==> config.mk <==
export PLATFORM = sky130hd
export DESIGN_NAME = minute_tick_gen
export DESIGN_NICKNAME = d
export VERILOG_FILES = /design/src/rtl/minute_tick_gen_pkg.sv /design/src/rtl/minute_tick_gen_btn_conditioner.sv /design/src/rtl/minute_tick_gen.sv
export SDC_FILE = /design/constraint.sdc
export NUM_CORES = 1
export LEC_CHECK = 0
export ABC_AREA = 0
export CORE_MARGIN = 3
export CORE_UTILIZATION = 50
export DETAILED_ROUTE_END_ITERATION = 10
export PLACE_DENSITY = 0.69
export SLEW_MARGIN = 20
export SYNTH_ARGS = -nofsm -noshare
export SYNTH_HDL_FRONTEND = slang
export SYNTH_SLANG_ARGS = --single-unit
==> constraint.sdc <==
create_clock -name clk -period 7.15 [get_ports clk]
set_clock_uncertainty 0.1 [all_clocks]
set_input_delay 1.0725 -clock clk [delete_from_list [all_inputs] [get_ports clk]]
set_output_delay 1.0725 -clock clk [all_outputs]
set_load 0.005 [all_outputs]
==> src/rtl/minute_tick_gen_pkg.sv <==
// Shared clock package: mode encodings, seconds-per-minute constant and the
// mode sequencing helper used by minute_tick_gen.
package minute_tick_gen_pkg;

  localparam logic [1:0] MODE_RUN      = 2'd0;
  localparam logic [1:0] MODE_SET_MIN  = 2'd1;
  localparam logic [1:0] MODE_SET_HOUR = 2'd2;

  localparam int SEC_PER_MIN = 60;
  localparam int SEC_W       = 6;

  typedef struct packed {
    logic mode;
    logic adv;
  } btn_press_t;

  function automatic logic [1:0] next_mode(input logic [1:0] cur);
    logic [1:0] nxt;
    case (cur)
      MODE_RUN:     nxt = MODE_SET_MIN;
      MODE_SET_MIN: nxt = MODE_SET_HOUR;
      default:      nxt = MODE_RUN;
    endcase
    return nxt;
  endfunction

endpackage

==> src/rtl/minute_tick_gen_btn_conditioner.sv <==
// Button conditioner: 2-flop synchronizer, optional debounce (BTN_DEBOUNCE_EN)
// and a registered rising-edge detector that emits a one-cycle press pulse.
module btn_conditioner #(
  parameter int DEB_CYCLES = 500000
) (
  input  logic clk,
  input  logic reset,
  input  logic btn_raw,
  output logic press
);

  logic       sync1_q, sync1_d;
  logic       sync2_q, sync2_d;
  logic [1:0] fill_q, fill_d;
  logic       armed_q, armed_d;
  logic       prev_q, prev_d;
  logic       press_q, press_d;
  logic       level;

`ifdef BTN_DEBOUNCE_EN
  localparam int DW = $clog2((DEB_CYCLES > 1) ? DEB_CYCLES : 2);
  localparam logic [DW-1:0] DEB_RELOAD = DW'(DEB_CYCLES - 1);

  logic          deb_q, deb_d;
  logic [DW-1:0] deb_cnt_q, deb_cnt_d;

  // The level only moves after DEB_CYCLES consecutive samples disagree with it.
  always_comb begin
    deb_d     = deb_q;
    deb_cnt_d = DEB_RELOAD;
    if (sync2_q != deb_q) begin
      if (deb_cnt_q == '0) deb_d = sync2_q;
      else                 deb_cnt_d = deb_cnt_q - 1'b1;
    end
  end

  always_ff @(posedge clk or posedge reset) begin
    if (reset) begin
      deb_q     <= 1'b0;
      deb_cnt_q <= '0;
    end else begin
      deb_q     <= deb_d;
      deb_cnt_q <= deb_cnt_d;
    end
  end

  assign level = deb_q;
`else
  logic unused_deb;
  assign unused_deb = ^DEB_CYCLES;
  assign level      = sync2_q;
`endif

  // armed_q blocks a press until a real low sample has been seen after reset,
  // so a button held through reset release stays silent until re-pressed.
  always_comb begin
    sync1_d = btn_raw;
    sync2_d = sync1_q;
    fill_d  = {fill_q[0], 1'b1};
    armed_d = armed_q | (fill_q[1] & ~sync2_q);
    prev_d  = level;
    press_d = level & ~prev_q & armed_q;
  end

  always_ff @(posedge clk or posedge reset) begin
    if (reset) begin
      sync1_q <= 1'b0;
      sync2_q <= 1'b0;
      fill_q  <= 2'b00;
      armed_q <= 1'b0;
      prev_q  <= 1'b0;
      press_q <= 1'b0;
    end else begin
      sync1_q <= sync1_d;
      sync2_q <= sync2_d;
      fill_q  <= fill_d;
      armed_q <= armed_d;
      prev_q  <= prev_d;
      press_q <= press_d;
    end
  end

  assign press = press_q;

endmodule

==> src/rtl/minute_tick_gen.sv <==
// Seconds prescaler, RUN/SET_MIN/SET_HOUR mode FSM and minute/hour tick pulses
// for a clock display. Optional button debounce is enabled by BTN_DEBOUNCE_EN.
//
// state         | meaning
// MODE_RUN      | seconds count, minute tick on 59 -> 0, adv ignored
// MODE_SET_MIN  | seconds held, adv press pulses min_tick, display blinks
// MODE_SET_HOUR | seconds held, adv press pulses hour_tick, display blinks
module minute_tick_gen #(
  parameter int SEC_DIV    = 50000000,
  parameter int DEB_CYCLES = 500000
) (
  input  logic       clk,
  input  logic       reset,
  input  logic       btn_mode,
  input  logic       btn_adv,
  output logic       min_tick,
  output logic       hour_tick,
  output logic [5:0] sec_count,
  output logic [1:0] mode,
  output logic       blink
);
  import minute_tick_gen_pkg::*;

  localparam int PW = $clog2(SEC_DIV);
  localparam logic [PW-1:0]    PRESC_LAST = PW'(SEC_DIV - 1);
  localparam logic [PW-1:0]    BLINK_TH   = PW'(SEC_DIV / 2);
  localparam logic [SEC_W-1:0] SEC_LAST   = SEC_W'(SEC_PER_MIN - 1);

  btn_press_t press;

  logic [1:0]       state_q, state_d;
  logic [PW-1:0]    presc_q, presc_d;
  logic [SEC_W-1:0] sec_count_q, sec_count_d;
  logic             min_tick_q, min_tick_d;
  logic             hour_tick_q, hour_tick_d;
  logic             blink_q, blink_d;

  logic sec_pulse;
  logic in_run;
  logic leave_set;
  logic adv_ok;

  btn_conditioner #(.DEB_CYCLES(DEB_CYCLES)) u_cond_mode (
    .clk     (clk),
    .reset   (reset),
    .btn_raw (btn_mode),
    .press   (press.mode)
  );

  btn_conditioner #(.DEB_CYCLES(DEB_CYCLES)) u_cond_adv (
    .clk     (clk),
    .reset   (reset),
    .btn_raw (btn_adv),
    .press   (press.adv)
  );

  always_comb begin
    sec_pulse = (presc_q == PRESC_LAST);
    in_run    = (state_q == MODE_RUN);
    leave_set = press.mode && (state_q == MODE_SET_HOUR);
    // A simultaneous mode press takes priority over adv.
    adv_ok    = press.adv && !press.mode;

    state_d = press.mode ? next_mode(state_q) : state_q;

    presc_d = (sec_pulse || leave_set) ? '0 : presc_q + 1'b1;

    sec_count_d = sec_count_q;
    if (leave_set) begin
      sec_count_d = '0;
    end else if (in_run && sec_pulse) begin
      sec_count_d = (sec_count_q == SEC_LAST) ? '0 : sec_count_q + 1'b1;
    end

    // Self-gating on the registered pulse guarantees a low cycle between ticks.
    min_tick_d = ((in_run && sec_pulse && (sec_count_q == SEC_LAST)) ||
                  (adv_ok && (state_q == MODE_SET_MIN))) && !min_tick_q;
    hour_tick_d = adv_ok && (state_q == MODE_SET_HOUR) && !hour_tick_q;

    blink_d = (state_d != MODE_RUN) && (presc_d >= BLINK_TH);
  end

  always_ff @(posedge clk or posedge reset) begin
    if (reset) begin
      state_q     <= MODE_RUN;
      presc_q     <= '0;
      sec_count_q <= '0;
      min_tick_q  <= 1'b0;
      hour_tick_q <= 1'b0;
      blink_q     <= 1'b0;
    end else begin
      state_q     <= state_d;
      presc_q     <= presc_d;
      sec_count_q <= sec_count_d;
      min_tick_q  <= min_tick_d;
      hour_tick_q <= hour_tick_d;
      blink_q     <= blink_d;
    end
  end

  assign min_tick  = min_tick_q;
  assign hour_tick = hour_tick_q;
  assign sec_count = sec_count_q;
  assign mode      = state_q;
  assign blink     = blink_q;

endmodule

==> summary.md, run 1 <==
| Metric | Value |
|---|---|
| Ys flop type | dfrtp_1 |
| Vias per cell | 5.670 |
| Share of flip-flops with an asynchronous set or reset | 1.000 |
| Post-synthesis net count | 249 |
| # nets final | 259 |
| Area contributors post-synth | dfrtp_1 (51%), xnor2_1 (5.5%), nor2_1 (5.0%), xor2_1 (2.9%), nand4_1 (2.9%) |
| Non-filler cells, final | 306 |
| Wire per inst | 14.05 um |
| CP Class | reg -> reg |
| RSZ-0062 raised after global routing | false |
| Finished Core Util | 0.5858 |
| Antenna diodes | 0 |
| Post-DP Area | 2544 um2 |
| Top Usage Layer GRT | met2 |
| Max VDD drop | 0.1733 mV |
| Global Route Usage Sum | 0.1730 |
| Initial DRC Count | 98 |
| Cells after Synth | 243 |
| Area Growth Syn to Fin | 9.901% |
| Fill count | 375 |
| Clock sink count | 49 |
| Worst-Skew Late Latency | 310 ps |
| Crit path arrival time | 3070 ps |
| Post-route ant nets | 0 |
| Worst R2R End | blink |
| MaxCap Viol Count | 0 |
| Remaining Overflow, GRT | 0 |
| # resized after CTS | 0 |
| Reg2reg start | mode[0] |
| Tightest Pin Transition | 952.9 ps |
| First-pass DRT Iterations | 4 |
| # rows | 24 |
| Hold Buf Count CTS | 0 |
| Met3 Track Usage GR | 0.03958 |
| Post-synth EDFFs | 0 |
| Data required, critical path | 7220 ps |
| Total chip power | 0.6086 mW |
| Max clock buf depth | 2 |
| PD cells | 230.6 nW/um2 |
| Post-synth top area share | 0.5107 |
| Crit Path Max Fanout | 28 |
| Endpoints failing setup | 0 |
| Drt drc | 0 |
| Max Freq | 332.9 MHz |
| Clk slew on worst S/H paths | 100 ps |
| Setup TNS Final | 0 ps |
| Total CTS buffers | 5 |
| Starting density of the core | 0.5331 |
| Avg Cell Area, Syn | 9.881 um2 |
| Boundary pin count | 15 |
| Grt met2 use | 0.2589 |
| Via count | 1735 |
| Die ar. | 5669 um2 |
| Minimum clock period | 3004 ps |
| Buffers on Ports | 14 |
| Core footprint | 4504 um2 |
| Min-delay worst type | reg -> reg |
| Critical Path End Type | flop |
| Post-CTS Setup Bufs | 0 |
| Sequential area share after synthesis | 0.5107 |
| Yosys warns | 0 |
| Synth Cell Area | 2401 um2 |
| WHS Endpoint | u_cond_mode.level |
| Worst rel slew slack | 0.3634 |
| Final Hold Viols | 0 |
| Leading area contributor after synthesis | dfrtp_1 |
| First-pass GRT wire length | 7431 um |
| CTS H-tree lvls | 2 |
| CTS tree | yes |
| Die Ht | 75.30 um |
| Most frequent cells after synthesis | dfrtp_1 (49), nor2_1 (32), nand2_1 (15), xnor2_1 (15), nand3_1 (13) |
| Hold Path Stages | 0 |
| Largest net degree at the start of global routing | 50 |
| Startpoint types | flop |
| Cell count after placement | 298 |
| Unique masters post-synth | 49 |
| Layout cells sized above 1 | 0.08268 |
| Global-route met1 utilization | 0.2468 |
| Max-slew violation count | 0 |
| Post-layout instance area | 2639 um2 |
| R2R setup slack | 4150 ps |
| Post-route clock period utilization | 0.4201 |
| Final WL | 4298 um |
| FF+latch count, synth | 49 |
| Vias in the first global route | 1582 |
| Static leakage power | 1.120 nW |
| Clock root cell | clkbuf_8 |
| Hold Crit Start | u_cond_mode.sync1_q |
| Status | completed |
| Most frequent cell after synthesis | dfrtp_1 |
| Die X | 75.30 um |
| Post-DP HPWL | 2974 um |
| R2R cell count | 6 |
| Initial antenna violation count | 0 |
| Final Wtd Congestion | 0.8506 |
==> logic make-up (layout without fill, tap and decap cells) <==
| group | count (synthesis) | count (layout) | synth area share |
|---|---|---|---|
| simple gates | 117 | 117 | 0.2637 |
| flops | 49 | 49 | 0.5107 |
| other cells | 1 | 1 | 0.001562 |
| xor+xnor | 23 | 23 | 0.08390 |
| compound gates | 27 | 27 | 0.07765 |
| mux | 2 | 2 | 0.008859 |
| fa+ha+maj | 2 | 2 | 0.01042 |
| buf+inv | 22 | 33 | 0.04325 |
==> routing by layer <==
metal | up-vias | wire, um
met1 | 819 | 2127
met2 | 34 | 1929
met3 | 7 | 163
met4 | 0 | 78
li1 | 875 | -
met5 | - | 0
==> worst max path at each step <==
stage / cells past startpoint / to / from
floorplan: 1 / blink / reset
global placement: 8 / blink / presc_q[0]
detailed placement: 8 / blink / presc_q[0]
CTS: 6 / blink / mode[1]
global route: 8 / blink / presc_q[0]
finish: 6 / blink / mode[0]
==> per-stage QoR <==
step | hold slack [ps] | setup WS [ps]
2_1_floorplan | 231.2 | 4805
3_3_place_gp | 233.6 | 4236
3_5_place_dp | 237.1 | 4124
4_1_cts | 258.9 | 4112
5_1_grt | 269.0 | 3827
6_report | 255.0 | 4146
==> layout make-up <==
class | instances | area [um2] | area share
flip-flops and latches | 49 | 1226 | 0.4647
multi-input cells | 172 | 1071 | 0.4059
repair buffers | 14 | 140.1 | 0.05311
clock buffers | 5 | 68.82 | 0.02608
well taps | 52 | 65.06 | 0.02466
inverters | 11 | 42.54 | 0.01612
clock inverters | 3 | 25.02 | 0.009483
==> flip-flops by register name (all words and copies together), names as in the netlist, 2 cells and up <==
register,count
presc_q,26
sec_count,6
mode,2
u_cond_adv.fill_q,2
==> layout by cell type (no fill, tap or decap), types with 3 or more instances in the layout <==
master,netlist,routed
nor4_1,6,6
nand2_1,15,15
a21o_1,3,3
nor2_1,32,32
dfrtp_1,49,49
or4_1,3,3
xor2_1,8,8
clkdlybuf4s50_1,0,14
and3_1,3,3
nand3_1,13,13
o21ai_0,4,4
nand4_1,11,11
nor2b_1,5,5
clkbuf_8,0,5
or3_1,3,3
a21oi_1,7,7
nor3b_1,4,4
inv_1,11,10
xnor2_1,15,15
nor3_1,7,7
==> worst max-delay path: stages, from the launching register on <==
cell       delay (ps)
dfrtp_1           480
nor3b_1           810
a21o_1            770
or2_2             250
a2111oi_0          60
a211oi_1          270
o41ai_2           110
==> power breakdown <==
| part | total, mW | switching [mW] | internal [mW] |
|---|---|---|---|
| clock | 0.167 | 0.0968 | 0.0706 |
| sequential | 0.345 | 0.0388 | 0.306 |
| combinational | 0.0966 | 0.0498 | 0.0468 |
| total | 0.609 | 0.185 | 0.423 |
No activity file was read; power rests on OpenSTA's default activity.
==> inputs of run 2 (changes only) <==
--- a/config.mk
+++ b/config.mk
@@ -9,7 +9,7 @@
 export CORE_MARGIN = 3
 export CORE_UTILIZATION = 50
 export DETAILED_ROUTE_END_ITERATION = 10
-export PLACE_DENSITY = 0.69
+export PLACE_DENSITY = 0.72
 export SLEW_MARGIN = 20
 export SYNTH_ARGS = -nofsm -noshare
 export SYNTH_HDL_FRONTEND = slang
==> constraint.sdc (replaced) <==
create_clock -name clk -period 2.6 [get_ports clk]
set_clock_uncertainty 0.1 [all_clocks]
set_input_delay 0.39 -clock clk [delete_from_list [all_inputs] [get_ports clk]]
set_output_delay 0.39 -clock clk [all_outputs]
set_load 0.005 [all_outputs]
==> summary.md, run 2 (synthesis gave the netlist of run 1 again) <==
| Metric | Value |
|---|---|
| Status | completed |
| CTS H-tree lvls | 2 |
| Top reg by flops | presc_q |
| Grt met2 use | 0.2665 |
| Drt drc | 0 |
| Clock root cell | clkbuf_8 |
| Final Wtd Congestion | 0.8301 |
| CP endpoint | blink |
| Buffers on Ports | 14 |
| Remaining Overflow, GRT | 0 |
| Worst path cell trace | ha_1 > nand4_2 > nor4_2 > a21o_1 > or2_2 > a2111oi_1 > a211oi_1 > o41ai_2 |
| Post-CTS Setup Bufs | 0 |
| Number of flip-flops in the largest register | 26 |
| Area Growth Syn to Fin | 14.07% |
| MaxCap Viol Count | 0 |
| Initial antenna violation count | 0 |
| Clock sink count | 49 |
| Via count | 1829 |
| Post-DP HPWL | 3415 um |
| Wire per inst | 14.71 um |
| Starting density of the core | 0.5331 |
| Core footprint | 4504 um2 |
| PD cells | 622.4 nW/um2 |
| Critical Path End Type | flop |
| Max-slew violation count | 0 |
| Worst-Skew Late Latency | 320 ps |
| Final WS setup | 179.2 ps |
| Most common cell after layout, fill and taps aside | dfrtp_1 |
| Vias per cell | 5.770 |
| CTS tree | yes |
| Boundary pin count | 15 |
| Vias in the first global route | 1748 |
| Antenna diodes | 0 |
| Min-delay worst type | reg -> reg |
| Global Route Usage Sum | 0.1847 |
| Endpoints failing setup | 0 |
| Post-route ant nets | 0 |
| Worst R2R End | blink |
| # nets final | 270 |
| First-pass DRT Iterations | 4 |
| Crit Path Max Fanout | 6 |
| Die Ht | 75.30 um |
| Worst path max stage delay | 420 ps |
| Die ar. | 5669 um2 |
| R2R setup slack | 180 ps |
| Initial DRC Count | 175 |
| Post-layout instance area | 2739 um2 |
| Die X | 75.30 um |
| Global-route met1 utilization | 0.2624 |
| Startpoint types | flop |
| Reg2reg start | presc_q[0] |
| Largest net degree at the start of global routing | 30 |
| CP startpoint | presc_q[0] |
| # rows | 24 |
| Top Usage Layer GRT | met2 |
| Data required, critical path | 2730 ps |
| Most frequent cells in the layout | dfrtp_1 (49), nor2_1 (32), nand2_1 (15), xnor2_1 (15), clkdlybuf4s50_1 (14) |
| First-pass GRT wire length | 7900 um |
| Static leakage power | 1.185 nW |
| Post-route clock period utilization | 0.9311 |
| Layout cells sized above 1 | 0.1321 |
| R2R cell count | 8 |
| Dpl ws | 149.2 ps |
| Hold_ws | 256.4 ps |
| Final Hold Viols | 0 |
| Minimum clock period | 2421 ps |
| Max Freq | 413.1 MHz |
| Met3 Track Usage GR | 0.06069 |
| Worst rel slew slack | 0.6047 |
| Max VDD drop | 0.4499 mV |
| Total CTS buffers | 5 |
| Final WL | 4662 um |
| Clk slew on worst S/H paths | 100 ps |
| Critical-path top delay cell | dfrtp_1 |
| Max clock buf depth | 2 |
| CP Class | reg -> reg |
| Tightest Pin Transition | 592.0 ps |
| Hold Buf Count CTS | 0 |
| Post-DP Area | 2626 um2 |
| Crit path arrival time | 2550 ps |
## run 2: per-layer routing
layer  share of wire  vias to the layer above
met1            0.48                      895
li1                -                      893
met5               0                        -
met2            0.46                       32
met4           0.016                        0
met3           0.043                        9
## run 2: worst min-delay path by stage
stage / start / to / cells after the start / slack (ps)
2_1_floorplan: u_cond_adv.fill_q[0] / u_cond_adv.fill_q[1] / 0 / 230
3_3_place_gp: u_cond_adv.sync1_q / u_cond_adv.level / 0 / 230
3_5_place_dp: u_cond_adv.sync1_q / u_cond_adv.level / 0 / 230
4_1_cts: u_cond_adv.sync1_q / u_cond_adv.level / 0 / 260
5_1_grt: u_cond_adv.sync1_q / u_cond_adv.level / 0 / 280
6_report: u_cond_adv.sync1_q / u_cond_adv.level / 0 / 260
## run 2: critical path: cells and delay by family, from the launching register on
family,cells,cell delay (ps)
adders and majority gates,1,250
and+or+nand+nor,3,580
DFF,1,420
AOI/OAI and AO/OA,4,960
## run 2: timing repair
action / CTS / global route
setup endpoints to repair: 0 / 3
hold endpoints to repair: 0 / 0
resized for setup: 0 / 4
## run 2: cell type report
cell class,count,area [um2]
clock buffer,5,68.82
sequential,49,1226
timing repair buffer,25,222.7
tap,52,65.06
multi-input combinational,172,1086
fill,384,1765
clock inverter,3,28.78
inverter,11,41.29
## run 2: power breakdown
part / switching [mW] / internal (mW)
clock: 0.281 / 0.201
sequential: 0.109 / 0.841
combinational: 0.134 / 0.139
total: 0.524 / 1.18
## run 2: metrics by stage
step,std cells,utilization,TNS [ps],power (mW)
2_1_floorplan,243,-,0,1.138
3_3_place_gp,309,0.5831,0,1.229
3_5_place_dp,309,0.5831,0,1.238
4_1_cts,317,0.6047,0,1.720
5_1_grt,317,0.6081,-12.09,1.805
6_report,317,0.6081,0,1.705
==> inputs of run 3 (changes only) <==
--- a/config.mk
+++ b/config.mk
@@ -10,7 +10,9 @@
 export CORE_UTILIZATION = 50
 export DETAILED_ROUTE_END_ITERATION = 10
 export PLACE_DENSITY = 0.72
+export RECOVER_POWER = 50
 export SLEW_MARGIN = 20
 export SYNTH_ARGS = -nofsm -noshare
 export SYNTH_HDL_FRONTEND = slang
 export SYNTH_SLANG_ARGS = --single-unit
+export TNS_END_PERCENT = 30
==> summary.md, run 3 (synthesis gave the netlist of run 1 again) <==
| Metric | Value |
|---|---|
| Crit Path Max Fanout | 6 |
| Most frequent cells in the layout | dfrtp_1 (49), nor2_1 (32), nand2_1 (15), xnor2_1 (15), nand3_1 (12) |
| Max clock buf depth | 2 |
| # rows | 24 |
| CTS tree | yes |
| Highest Signal Layer | met4 |
| Data required, critical path | 2720 ps |
| Worst path cell trace | ha_1 > nand4_2 > nor4_2 > a21o_1 > or2_2 > a2111oi_1 > a211oi_1 > o41ai_2 |
| Worst path max stage delay | 420 ps |
| Final Hold Viols | 0 |
| Boundary pin count | 15 |
| Largest net degree at the start of global routing | 30 |
| Top reg by flops | presc_q |
| CP Class | reg -> reg |
| Critical-path top delay cell | dfrtp_1 |
| Total CTS buffers | 5 |
| Initial antenna violation count | 0 |
| PD cells | 623.3 nW/um2 |
| Status | completed |
| Layout cells sized above 1 | 0.1208 |
| Final WL | 4695 um |
| Tightest Pin Transition | 1066 ps |
| Starting density of the core | 0.5331 |
| Min-delay worst type | reg -> reg |
| Remaining Overflow, GRT | 0 |
| Crit path arrival time | 2550 ps |
| Number of flip-flops in the largest register | 26 |
| Global Route Usage Sum | 0.1847 |
| Hold Buf Count CTS | 0 |
| # nets final | 270 |
| DR WL met2 | 2109 um |
| Post-layout instance area | 2731 um2 |
| Via count | 1825 |
| First-pass DRT Iterations | 4 |
| Antenna diodes | 0 |
| Wire per inst | 14.81 um |
| Post-route ant nets | 0 |
| Post-DP HPWL | 3415 um |
| CTS H-tree lvls | 2 |
| First-pass GRT wire length | 7900 um |
| Clock sink count | 49 |
| Area Growth Syn to Fin | 13.76% |
| Drt drc | 0 |
| Max Freq | 412.7 MHz |
| Buffers on Ports | 14 |
| Post-DP Area | 2626 um2 |
| Cell count after placement | 309 |
| Minimum clock period | 2423 ps |
| Max VDD drop | 0.4504 mV |
| Met1 wire length | 2281 um |
| Most common cell after layout, fill and taps aside | dfrtp_1 |
| Final Wtd Congestion | 0.8301 |
| Worst rel slew slack | 0.2888 |
| Clock root cell | clkbuf_8 |
| CP delay by family, top | compound AO/OA/AOI/OAI gates |
| Met3 WL | 227 um |
| Worst-Skew Late Latency | 320 ps |
| Die Ht | 75.30 um |
| MaxCap Viol Count | 0 |
| Max-slew violation count | 0 |
| Die X | 75.30 um |
| Vias in the first global route | 1748 |
| Endpoints failing setup | 0 |
| Total chip power | 1.702 mW |
| Initial DRC Count | 161 |
| Critical Path End Type | flop |
| Core footprint | 4504 um2 |
| Non-filler cells, final | 317 |
| Static leakage power | 1.180 nW |
| Clk slew on worst S/H paths | 100 ps |
| Startpoint types | flop |
| Worst path buffer plus inverter count | 0 |
| Vias per cell | 5.757 |
| Post-route clock period utilization | 0.9320 |
| Die ar. | 5669 um2 |
| Fill count | 385 |
run 3: cell types whose count changed in the layout (fill, tap and decap cells not counted), sizes merged:
cell and delta:
clkbuf +2, buf -2, dlygate4sd3 +3, clkdlybuf4s50 -3
run 3: path summary, 6_finish.rpt:
path	end	slack (ps)	cells after the start	start
worst max-delay path	blink	180	8	presc_q[0]
worst min-delay path	u_cond_adv.level	260	0	u_cond_adv.sync1_q
worst max register to register	blink	180	8	presc_q[0]
worst min register to register	u_cond_adv.level	260	0	u_cond_adv.sync1_q
max in group asynchronous	presc_q[12]	580	3	reset
min in group asynchronous	u_cond_mode.level	660	2	reset
run 3: area by class of cell:
| class | instances | area, um2 | area share |
|---|---|---|---|
| repair buffers | 25 | 215.2 | 0.07879 |
| clock buffers | 5 | 68.82 | 0.02519 |
| inverters | 11 | 41.29 | 0.01512 |
| clock inverters | 3 | 28.78 | 0.01054 |
| multi-input cells | 172 | 1086 | 0.3976 |
| well taps | 52 | 65.06 | 0.02382 |
| flip-flops and latches | 49 | 1226 | 0.4489 |
run 3: repair_timing:
| item | 4_1_cts | 5_1_grt |
|---|---|---|
| setup endpoints to repair | 0 | 3 |
| buffers inserted | 0 | 0 |
| gates resized for setup | 0 | 4 |
run 3: routing by layer:
metal / global-route usage / up-vias
li1: - / 891
met1: 0.2624 / 891
met2: 0.2665 / 34
met3: 0.06069 / 9
met4: 0.06408 / 0
met5: 0 / -
run 3: through the flow:
step	setup slack, ps	TNS, ps	utilization	hold slack (ps)
after CTS	130.9	0	0.6047	258.5
after detailed placement	149.2	0	0.5831	234.7
after global placement	193.7	0	0.5831	231.4
after floorplan	259.5	0	-	231.2
final	176.7	0	0.6064	256.4
after global routing	-12.09	-12.09	0.6064	280.1
run 3: power by group:
group	total [mW]	switching (mW)	internal (mW)
Clock	0.481	0.280	0.201
Sequential	0.952	0.111	0.841
Combinational	0.270	0.134	0.136
